## config.mk

```make
export PLATFORM = sky130hd
export DESIGN_NAME = imager_rx
export DESIGN_NICKNAME = d
export VERILOG_FILES = /design/src/rtl/imager_rx.sv
export SDC_FILE = /design/constraint.sdc
export NUM_CORES = 1
export LEC_CHECK = 0
export CAP_MARGIN = 30
export CORE_ASPECT_RATIO = 1.4
export CORE_MARGIN = 2
export CORE_UTILIZATION = 65
export DETAILED_ROUTE_END_ITERATION = 10
export GPL_TIMING_DRIVEN = 0
export PLACE_DENSITY = 0.93
export SLEW_MARGIN = 15
export SYNTH_ARGS = -nofsm -noshare
export SYNTH_HDL_FRONTEND = slang
export SYNTH_SLANG_ARGS = --single-unit
```

## constraint.sdc

```tcl
create_clock -name clk_in -period 11.55 [get_ports clk_in]
set_input_delay 2.8875 -clock clk_in [delete_from_list [all_inputs] [get_ports clk_in]]
set_output_delay 2.8875 -clock clk_in [all_outputs]
set_load 0.03 [all_outputs]
```

## src/rtl/imager_rx.sv

```systemverilog
// Capture-side receiver for the imager byte stream: parses the 16-byte geometry header,
// assembles R,G,B bytes into x/y-tagged pixels and buffers them in a show-ahead FIFO.
module imager_rx #(
  parameter int FIFO_DEPTH = 8,
  parameter int DIM_W      = 16
) (
  input  logic             clk_in,
  input  logic             rst_n,
  input  logic             enable,
  input  logic             clr_err,
  input  logic             hd,
  input  logic             vd,
  input  logic             pxq,
  input  logic [7:0]       din,
  output logic             pix_valid,
  input  logic             pix_ready,
  output logic [23:0]      pix_rgb,
  output logic [DIM_W-1:0] pix_x,
  output logic [DIM_W-1:0] pix_y,
  output logic             pix_sof,
  output logic             pix_eol,
  output logic             pix_eof,
  output logic [DIM_W-1:0] frame_width,
  output logic [DIM_W-1:0] frame_height,
  output logic             busy,
  output logic             frame_done,
  output logic             err_sync,
  output logic             err_ovf
);
  localparam int AW = $clog2(FIFO_DEPTH);

  typedef enum logic [1:0] {S_IDLE, S_HDR, S_DATA} state_t;

  typedef struct packed {
    logic [23:0]      rgb;
    logic [DIM_W-1:0] x;
    logic [DIM_W-1:0] y;
    logic             sof;
    logic             eol;
    logic             eof;
  } pix_t;

  // Reset asserts asynchronously but releases on a clock edge.
  logic [1:0] rst_sync;
  logic       rst_i_n;

  always_ff @(posedge clk_in or negedge rst_n) begin
    if (!rst_n) rst_sync <= '0;
    else        rst_sync <= {rst_sync[0], 1'b1};
  end
  assign rst_i_n = rst_sync[1];

  state_t           state, state_nx;
  logic [3:0]       hdr_cnt;
  logic [119:0]     hdr_sr;
  logic [127:0]     hdr_full;
  logic [31:0]      hdr_w, hdr_h;
  logic             hdr_ok;
  logic [1:0]       byte_cnt;
  logic [DIM_W-1:0] x_cnt, y_cnt;
  logic [7:0]       r_byte, g_byte;
  logic             first_in_line, first_in_frame, last_x, last_y;
  logic             sync_err, hdr_load, push, done;

  // Byte 15 is still on din when the geometry is evaluated.
  assign hdr_full = {din, hdr_sr};
  assign hdr_w    = hdr_full[63:32]  - hdr_full[31:0];
  assign hdr_h    = hdr_full[127:96] - hdr_full[95:64];
  assign hdr_ok   = (hdr_w != '0) && (hdr_w[31:DIM_W] == '0) &&
                    (hdr_h != '0) && (hdr_h[31:DIM_W] == '0);

  assign first_in_line  = (byte_cnt == 2'd0) && (x_cnt == '0);
  assign first_in_frame = first_in_line && (y_cnt == '0);
  assign last_x         = (x_cnt == frame_width  - DIM_W'(1));
  assign last_y         = (y_cnt == frame_height - DIM_W'(1));

  // NOTE: every always_comb output gets a default first so no path can infer a latch.
  always_comb begin
    state_nx = state;
    sync_err = 1'b0;
    hdr_load = 1'b0;
    push     = 1'b0;
    done     = 1'b0;
    unique case (state)
      S_IDLE: if (pxq) begin
        if (vd)          sync_err = 1'b1;
        else if (enable) state_nx = S_HDR;
      end
      S_HDR: if (pxq) begin
        if (hd || vd) begin
          sync_err = 1'b1;
          state_nx = S_IDLE;
        end else if (hdr_cnt == 4'd15) begin
          if (hdr_ok) begin
            hdr_load = 1'b1;
            state_nx = S_DATA;
          end else begin
            sync_err = 1'b1;
            state_nx = S_IDLE;
          end
        end
      end
      S_DATA: if (pxq) begin
        if ((hd != first_in_line) || (vd != first_in_frame)) begin
          sync_err = 1'b1;
          state_nx = S_IDLE;
        end else if (byte_cnt == 2'd2) begin
          push = 1'b1;
          if (last_x && last_y) begin
            done     = 1'b1;
            state_nx = S_IDLE;
          end
        end
      end
      default: state_nx = S_IDLE;
    endcase
  end

  // Pixel FIFO bookkeeping
  pix_t          mem [FIFO_DEPTH];
  pix_t          push_pix, head;
  logic [AW-1:0] wr_ptr, rd_ptr;
  logic [AW:0]   count;
  logic          full, pop, wr_en, ovf;

  assign push_pix = '{rgb: {r_byte, g_byte, din}, x: x_cnt, y: y_cnt,
                      sof: (x_cnt == '0) && (y_cnt == '0), eol: last_x, eof: last_x && last_y};
  assign full  = (count == (AW+1)'(FIFO_DEPTH));
  assign pop   = pix_valid && pix_ready;
  assign wr_en = push && (!full || pop);
  assign ovf   = push && full && !pop;

  // NOTE: sequential state uses non-blocking assignments so every register sees pre-edge values.
  always_ff @(posedge clk_in or negedge rst_i_n) begin
    if (!rst_i_n) begin
      state        <= S_IDLE;
      hdr_cnt      <= '0;
      hdr_sr       <= '0;
      byte_cnt     <= '0;
      x_cnt        <= '0;
      y_cnt        <= '0;
      r_byte       <= '0;
      g_byte       <= '0;
      frame_width  <= '0;
      frame_height <= '0;
      frame_done   <= 1'b0;
      err_sync     <= 1'b0;
      err_ovf      <= 1'b0;
      wr_ptr       <= '0;
      rd_ptr       <= '0;
      count        <= '0;
    end else begin
      state      <= state_nx;
      frame_done <= done;
      err_sync   <= (err_sync & ~clr_err) | sync_err;
      err_ovf    <= (err_ovf  & ~clr_err) | ovf;

      if (pxq && state_nx == S_HDR) begin
        hdr_sr  <= {din, hdr_sr[119:8]};
        hdr_cnt <= hdr_cnt + 4'd1;
      end else if (state_nx != S_HDR) begin
        hdr_cnt <= '0;
      end

      if (hdr_load) begin
        frame_width  <= hdr_w[DIM_W-1:0];
        frame_height <= hdr_h[DIM_W-1:0];
        byte_cnt     <= '0;
        x_cnt        <= '0;
        y_cnt        <= '0;
      end else if (state == S_DATA && pxq && !sync_err) begin
        case (byte_cnt)
          2'd0: begin r_byte <= din; byte_cnt <= 2'd1; end
          2'd1: begin g_byte <= din; byte_cnt <= 2'd2; end
          default: begin
            byte_cnt <= 2'd0;
            if (last_x) begin
              x_cnt <= '0;
              y_cnt <= y_cnt + DIM_W'(1);
            end else begin
              x_cnt <= x_cnt + DIM_W'(1);
            end
          end
        endcase
      end

      if (wr_en) wr_ptr <= wr_ptr + AW'(1);
      if (pop)   rd_ptr <= rd_ptr + AW'(1);
      case ({wr_en, pop})
        2'b10:   count <= count + (AW+1)'(1);
        2'b01:   count <= count - (AW+1)'(1);
        default: count <= count;
      endcase
    end
  end

  // NOTE: pixel storage has no reset; pointers and count define what is valid and outputs are gated.
  always_ff @(posedge clk_in) begin
    if (wr_en) mem[wr_ptr] <= push_pix;
  end

  assign pix_valid = (count != '0);
  assign head      = pix_valid ? mem[rd_ptr] : '0;
  assign pix_rgb   = head.rgb;
  assign pix_x     = head.x;
  assign pix_y     = head.y;
  assign pix_sof   = head.sof;
  assign pix_eol   = head.eol;
  assign pix_eof   = head.eof;
  assign busy      = (state != S_IDLE);

endmodule

```

==> impl_results.md, run 1 <==
- Placed cells: ~3.1k
- Routed len/inst: about 30 µm
- Top-area cell type share of the netlist area: 43.0%
- VDD IR-drop max: ~210 µV
- Die Ht: between 200 and 300 µm
- GPL Wtd Cong: 0.954
- Vias: between 20k and 25k
- First-pass GRT wire length: ~140 mm
- Pre-CTS setup slack: 2.84 ns
- Clock transition at the registers of the reported paths: about 0.070 ns
- Synthesized instance count: 2326
- Overall routing resource usage: 36.8%
- HP Class: register to asynchronous set/reset pin
- Peak fanout along the critical path: 12
- Setup CP Type: input port to register
- Number of buffers created by CTS: 66
- Clock latency on the worst-skew pair: around 0.63 ns
- Unrepaired setup endpoints after global routing: no
- Final #Nets: 2672
- Sw Share: about two fifths
- Residual DRC: 0
- Fin crit period: 8.28 ns
- CTS Hold Buffers Added: 0
- Post-DP HPWL: 65.1 mm
- Drt pass-1 iters: 7
- Status: finished, final reports clean
- Ant. Diodes: 0
- Detailed Route WL: around 100 mm
- Mapped Area: around 0.033 mm²
- Most common cell in the synthesized netlist: edfxtp_1
- Htree depth: 3
- Die width: slightly below 200 µm
- Clock tree buffer depth: 3
- Post-synthesis async set-or-reset flop share: 32.1%
- Netlist cell types: 95
- Critical Path RT: 12.04 ns
- Maxcap violations: 0
- Total clock sinks: about 700
- Pin count of the biggest net entering global routing: 65
- Final hold violation count: 0
- Area leader, netlist: edfxtp_1
- Synth Register Bits: a little under 700
- Yosys warning count: 0
- Starting Density: about two thirds
- Actual slew at the worst max-slew pin: around 1 ns
- Seq/Total Area, Yosys: approximately three fifths
- Worst rel slew slack: 32.6%
- IO Count: approximately 110
- Max Slew Vio Count: 0
- Fmax: about 120 MHz
- Gate power share: between 40 and 50%
- Vias per cell: just under 7
- Row count: 97
- Total power divided by cell area: about 240 mW/mm²
- Root Driver: clkbuf_16
- Fin util: about three quarters
- Seq pwr share: between 30% and 40%
- Post-synth EDFFs: between 400 and 500
- Final period util: between 70% and 80%
- Setup WS post-layout: around 3.3 ns
- CORE AREA: around 0.05 mm²
- Int Pwr: between 5 and 6 mW
- Leak Pwr: 15.1 nW
- Critical Path Source Type: input port
- Antenna viol nets, final: 0
- Reg2Reg Depth: 16
- Setup violators final: 0
- Final clock skew: approximately 0.037 ns
- Initial antenna violation count: 2
- Total grt overflow: 0
- Initial DRC Count: roughly 3.1k
- Ys flop type: edfxtp_1
- Hold_ws: between 0.2 and 0.25 ns
- Layout area overhead: 15.2%
- Post-CTS sizing: 0
- Vias in the first global route: roughly 23k
- Avg Inst Size Synth: 14.2 µm²
- Syn_nets: around 2.4k
- Final non-filler cell total: around 3.3k
- Net Sw Power: between 3 and 4 mW
- Share of layout cells above drive strength 1: 18.0%
- Die area: around 0.052 mm²
- Setup TNS: 0 ns
- Most area-consuming cells after synthesis: edfxtp_1 (43%), dfrtp_1 (17%), mux4_2 (8.1%)
- Post-synth top cells: edfxtp_1 (472), dfrtp_1 (223), nor2_1 (152)
- CP Capture Type: register
- I/O Buffers: about 110
- CTS tree: built
- CP Data Arrival Time: 8.77 ns
- Post-CTS setup buffers: 0
- Clock power share: 24.2%
==> power groups by stage <==
| stage | Clock (mW) | Sequential, mW | Combinational (mW) |
|---|---|---|---|
| 2_1_floorplan | 0 | 3.02 | 2.70 |
| 3_3_place_gp | 0 | 3.10 | 3.65 |
| 3_5_place_dp | 0 | 3.10 | 3.76 |
| 4_1_cts | 2.23 | 3.05 | 3.81 |
| 5_1_grt | 2.32 | 3.07 | 4.22 |
| 6_report | 2.22 | 3.06 | 3.93 |
==> state kept, by name (all words and copies together), names as in the netlist, 2 cells and up <==
signal	cells
rd_ptr	3
hdr_cnt	4
byte_cnt	2
r_byte	8
frame_width	16
wr_ptr	3
mem	472
rst_sync	2
state	2
y_cnt	16
g_byte	8
hdr_sr	120
x_cnt	16
count	4
frame_height	16
==> worst max-delay path, cell delays in order <==
cell and delay, ns:
clkdlybuf4s50_1 0.90, ha_1 0.55, clkbuf_1 0.29, nand2_1 0.15, o21a_1 0.25, nor2_1 0.18, a211oi_1 0.09, a2111oi_0 0.40
o2111ai_1 0.18, or4_1 0.49, or3_1 0.42, nor3_1 0.33, nand4_1 0.41, clkbuf_1 0.48, clkbuf_1 0.41, o211ai_1 0.22
nand2_1 0.09
==> routing by layer <==
metal,routed length [µm],track usage (%)
met4,7200,22.9
met1,32500,43.1
met3,8120,5.09
met2,49900,64.1
met5,20,0
==> worst paths after layout <==
kind                             start             end  slack, ns
max                             din[1]        y_cnt[3]       3.27
min                        rst_sync[1]  frame_width[1]       0.23
max reg2reg                 hdr_sr[64]        y_cnt[3]       5.91
min reg2reg                rst_sync[1]  frame_width[1]       0.23
max in group asynchronous        rst_n     rst_sync[1]       8.99
min in group clk_in        rst_sync[0]     rst_sync[1]       0.34
==> kinds of logic after synthesis <==
| family | Yosys count | share of synthesized area [%] |
|---|---|---|
| multiplexers | 346 | 15.6 |
| AND/OR/NAND/NOR | 546 | 8.54 |
| other | 1 | 0.0114 |
| AO/OA/AOI/OAI | 360 | 7.30 |
| buffers and inverters | 205 | 2.99 |
| XOR/XNOR | 92 | 2.45 |
| adder cells (fa/ha/maj) | 81 | 3.15 |
| flip-flops | 695 | 60.0 |
==> placed cells by master (no fill, tap or decap), types with 10 or more instances in the layout <==
cell type | netlist | routed
buf_8 | 6 | 10
a21boi_0 | 17 | 17
clkdlybuf4s50_1 | 0 | 111
buf_1 | 21 | 20
o31ai_1 | 11 | 11
and3_1 | 17 | 17
a2111oi_0 | 10 | 10
buf_6 | 1 | 32
edfxtp_1 | 472 | 472
and2_1 | 19 | 19
xnor2_1 | 38 | 38
ha_1 | 78 | 78
nor4_1 | 16 | 15
clkbuf_1 | 50 | 61
o211ai_1 | 15 | 15
a21o_1 | 21 | 21
nand2_1 | 121 | 121
a21oi_1 | 96 | 96
a211oi_1 | 13 | 13
mux2i_1 | 112 | 112
mux2_4 | 11 | 11
o21a_1 | 19 | 19
nand3_1 | 35 | 35
nor3_1 | 40 | 38
or4_1 | 13 | 13
nand4_1 | 42 | 42
xor2_1 | 54 | 54
o21ai_0 | 78 | 78
buf_4 | 3 | 28
clkbuf_16 | 0 | 69
inv_1 | 101 | 101
or3_1 | 25 | 25
buf_2 | 13 | 13
mux2_2 | 105 | 105
nor2_1 | 152 | 150
dfrtp_1 | 223 | 222
mux4_2 | 118 | 118
==> cell type report <==
class                           count  area [µm²]
Sequential cell                   695       19800
Multi-Input combinational cell   1426       12200
Fill cell                        2790       12100
Timing Repair Buffer              181        1970
Clock buffer                       84        1820
Tap cell                          643         805
Buffer                            104         608
Inverter                          101         379
Clock inverter                     33         352
==> through the flow <==
| step | instance area [µm²] | total power, mW |
|---|---|---|
| 2_1_floorplan | 32900 | 5.73 |
| 3_3_place_gp | 34800 | 6.75 |
| 3_5_place_dp | 35600 | 6.86 |
| 4_1_cts | 37800 | 9.09 |
| 5_1_grt | 37900 | 9.62 |
| 6_report | 37900 | 9.21 |
No activity file was read; power rests on OpenSTA's default activity.
==> run 2, diff against run 1 <==
- CORE_UTILIZATION: 65 -> 56
- PLACE_DENSITY: 0.93 -> 0.86
- clock period: 11.55 -> 7.42 ns (I/O delays scaled with it)
==> run 2 against run 1 <==
Clock skew decreased by 0.0066 ns. Critical path type unchanged. Die area increased by 16%. Via count decreased by 3.8%. Worst hold slack improved by 0.022 ns. Cell count increased by 3.2%. Sequential cell count unchanged. Cell area increased by 0.10%. Largest cell class unchanged. Register-to-register slack got worse by 4.2 ns.
==> impl_results.md, run 2 (synthesized netlist as in run 1, its figures left out) <==
- Total grt overflow: 0 (unchanged)
- Seq pwr share: 33.5% (+0.3 points)
- Maxcap violations: 0 (unchanged)
- IO Count: 112 (unchanged)
- Final non-filler cell total: 3371 (+3.2%)
- Worst path slowest cell: clkdlybuf4s50_1
- Int Pwr: 8.67 mW (+55%)
- Htree depth: 2 (-1)
- Post-CTS setup buffers: 0 (unchanged)
- Final #Nets: 2667 (-0.19%)
- GPL Wtd Cong: 1.02 (+6.6%)
- Initial antenna violation count: 0 (-2)
- Unrepaired setup endpoints after global routing: no
- Drt pass-1 iters: 6 (-1)
- CTS tree: built
- Die Ht: 291 µm (+7.6%)
- CP Data Arrival Time: 7.62 ns (-1.15 ns)
- CORE AREA: 0.0583 mm² (+17%)
- Post-CTS sizing: 0 (unchanged)
- Final clock skew: 0.0306 ns (-0.00659 ns)
- Antenna viol nets, final: 0 (unchanged)
- Gate power share: 42.5% (-0.2 points)
- Vias in the first global route: 22.3k (-2.6%)
- Total power divided by cell area: 375 mW/mm² (+55%)
- Max reg flops: 472 (unchanged)
- Setup CP Type: input port to register
- Fin crit period: a little over 7 ns
- Critical Path RT: 7.94 ns (-4.10 ns)
- VDD IR-drop max: 294 µV (+37%)
- Residual DRC: 0 (unchanged)
- I/O Buffers: 111 (unchanged)
- Root Driver: clkbuf_16
- Largest Register: mem
- Largest registers: mem: 472 flops, hdr_sr: 120 flops
- Status: finished, final reports clean
- Reg2Reg Depth: 16 (unchanged)
- Clock transition at the registers of the reported paths: 0.07 ns (about the same)
- Net Sw Power: 5.58 mW (+54%)
- Starting Density: 56.4% (-9.4 points)
- Setup TNS: 0 ns (unchanged)
- Setup violators final: 0 (unchanged)
- HP Class: register to asynchronous set/reset pin
- Die width: 209 µm (+7.6%)
- Clock power share: 24.1% (about the same)
- Clock latency on the worst-skew pair: 0.65 ns (+0.02 ns)
- Routed len/inst: 27.3 µm (-8.8%)
- Vias: 21.8k (-3.8%)
- Peak fanout along the critical path: 12 (unchanged)
- Detailed Route WL: 92.0 mm (-5.9%)
- Final hold violation count: 0 (unchanged)
- Row count: 105 (+8.2%)
- RR Startpoint: hdr_sr[64]
- Critical Path Max Stage Delay: 0.93 ns (+0.03 ns)
- Placed cells: 3249 (+3.5%)
- Final period util: 95.7%
- Sw Share: 39.2% (-0.093 points)
- Worst R2R End: y_cnt[4]
- Overall routing resource usage: 30.4% (-6.3 points)
- Leak Pwr: 15.0 nW (-0.42%)
- Commonest non-fill, non-tap cell in the layout: edfxtp_1
- First-pass GRT wire length: 138 mm (-3.9%)
- Vias per cell: 6.47 (-6.8%)
- Reg2Reg Setup Slack: 1.70 ns (-4.21 ns)
- Total clock sinks: 695 (unchanged)
- Fin util: 65.1% (-11 points)
- Initial DRC Count: 2325 (-24%)
- Pin count of the biggest net entering global routing: 57 (-12%)
- Number of buffers created by CTS: 61 (-7.6%)
- Commonest non-fill, non-tap cells in the layout: edfxtp_1 (472), dfrtp_1 (222), nor2_1 (150)
- Share of layout cells above drive strength 1: 18.3% (+0.28 points)
- Critical Path Source Type: input port
- Ant. Diodes: 0 (unchanged)
- Die area: 0.0608 mm² (+16%)
- Max Slew Vio Count: 0 (unchanged)
- Layout area overhead: 15.3%
- Clock tree buffer depth: 3 (unchanged)
- Fmax: roughly 140 MHz
- CP Capture Type: register
- Post-DP HPWL: 63.8 mm (-1.9%)
- CTS Hold Buffers Added: 0 (unchanged)
- CP cell instances: clkdlybuf4s50_1 > ha_1 > clkbuf_1 > a21oi_1 > o21ai_1 > nand4_1 > o21ai_1 > a2111oi_0 > nand4_1 > or4_1 > or3_1 > nor3_1 > nand4_1 > clkbuf_1 > clkbuf_1 > o211ai_1 > nand2_1
- Power Total: 14.3 mW (+55%)
- Actual slew at the worst max-slew pin: 1.03 ns (+0.0195 ns)
- Worst rel slew slack: 31.3% (-1.3 points)
==> run 2: area by class of cell <==
cell class | instances | area, µm²
buffer | 104 | 607
clock buffer | 65 | 1540
clock inverter | 50 | 609
fill | 4027 | 20400
inverter | 101 | 379
multi-input combinational | 1426 | 12200
sequential | 695 | 19800
tap | 749 | 937
timing repair buffer | 181 | 1890
==> run 2: worst max path at each step <==
stage                      start              end  slack [ns]  cells past startpoint
final                     din[2]         y_cnt[4]        0.32                     17
after global routing      din[1]  frame_width[11]        0.16                     17
after CTS                 din[2]         y_cnt[4]        0.44                     17
after detailed placement  din[2]         y_cnt[4]       -0.22                     17
after global placement        vd       mem[2][22]       -5.75                      9
after floorplan               vd        mem[2][0]       -0.43                      8
==> run 2: power groups by stage <==
| stage | Sequential, mW | Combinational [mW] | Clock (mW) |
|---|---|---|---|
| finish | 4.77 | 6.05 | 3.43 |
| global route | 4.80 | 6.49 | 3.58 |
| CTS | 4.76 | 5.94 | 3.45 |
| detailed placement | 4.84 | 5.88 | 0 |
| global placement | 4.83 | 5.76 | 0 |
| floorplan | 4.70 | 4.21 | 0 |
==> run 2: routing by layer <==
metal  vias to the layer above  part of all wire [%]  global-route usage, %
met5                         -                     0                      0
met4                         0                   5.4                   14.9
met3                       280                   7.0                   4.13
met2                      1124                    53                   54.9
met1                     11000                    35                   35.8
li1                       9375                     -                      -
==> run 2: through the flow <==
stage / hold slack [ns] / instance area (µm²) / setup slack, ns
2_1_floorplan: 0.331 / 32900 / -0.429
3_3_place_gp: 0.338 / 35000 / -5.75
3_5_place_dp: 0.247 / 35700 / -0.218
4_1_cts: 0.256 / 37900 / 0.442
5_1_grt: 0.277 / 38000 / 0.158
6_report: 0.251 / 38000 / 0.321
==> run 2: critical path: cells and delay by family <==
kind / cells / cell delay (ns)
simple gates: 7 / 2.07
fa+ha+maj: 1 / 0.34
buf+inv: 4 / 2.10
compound gates: 5 / 1.25
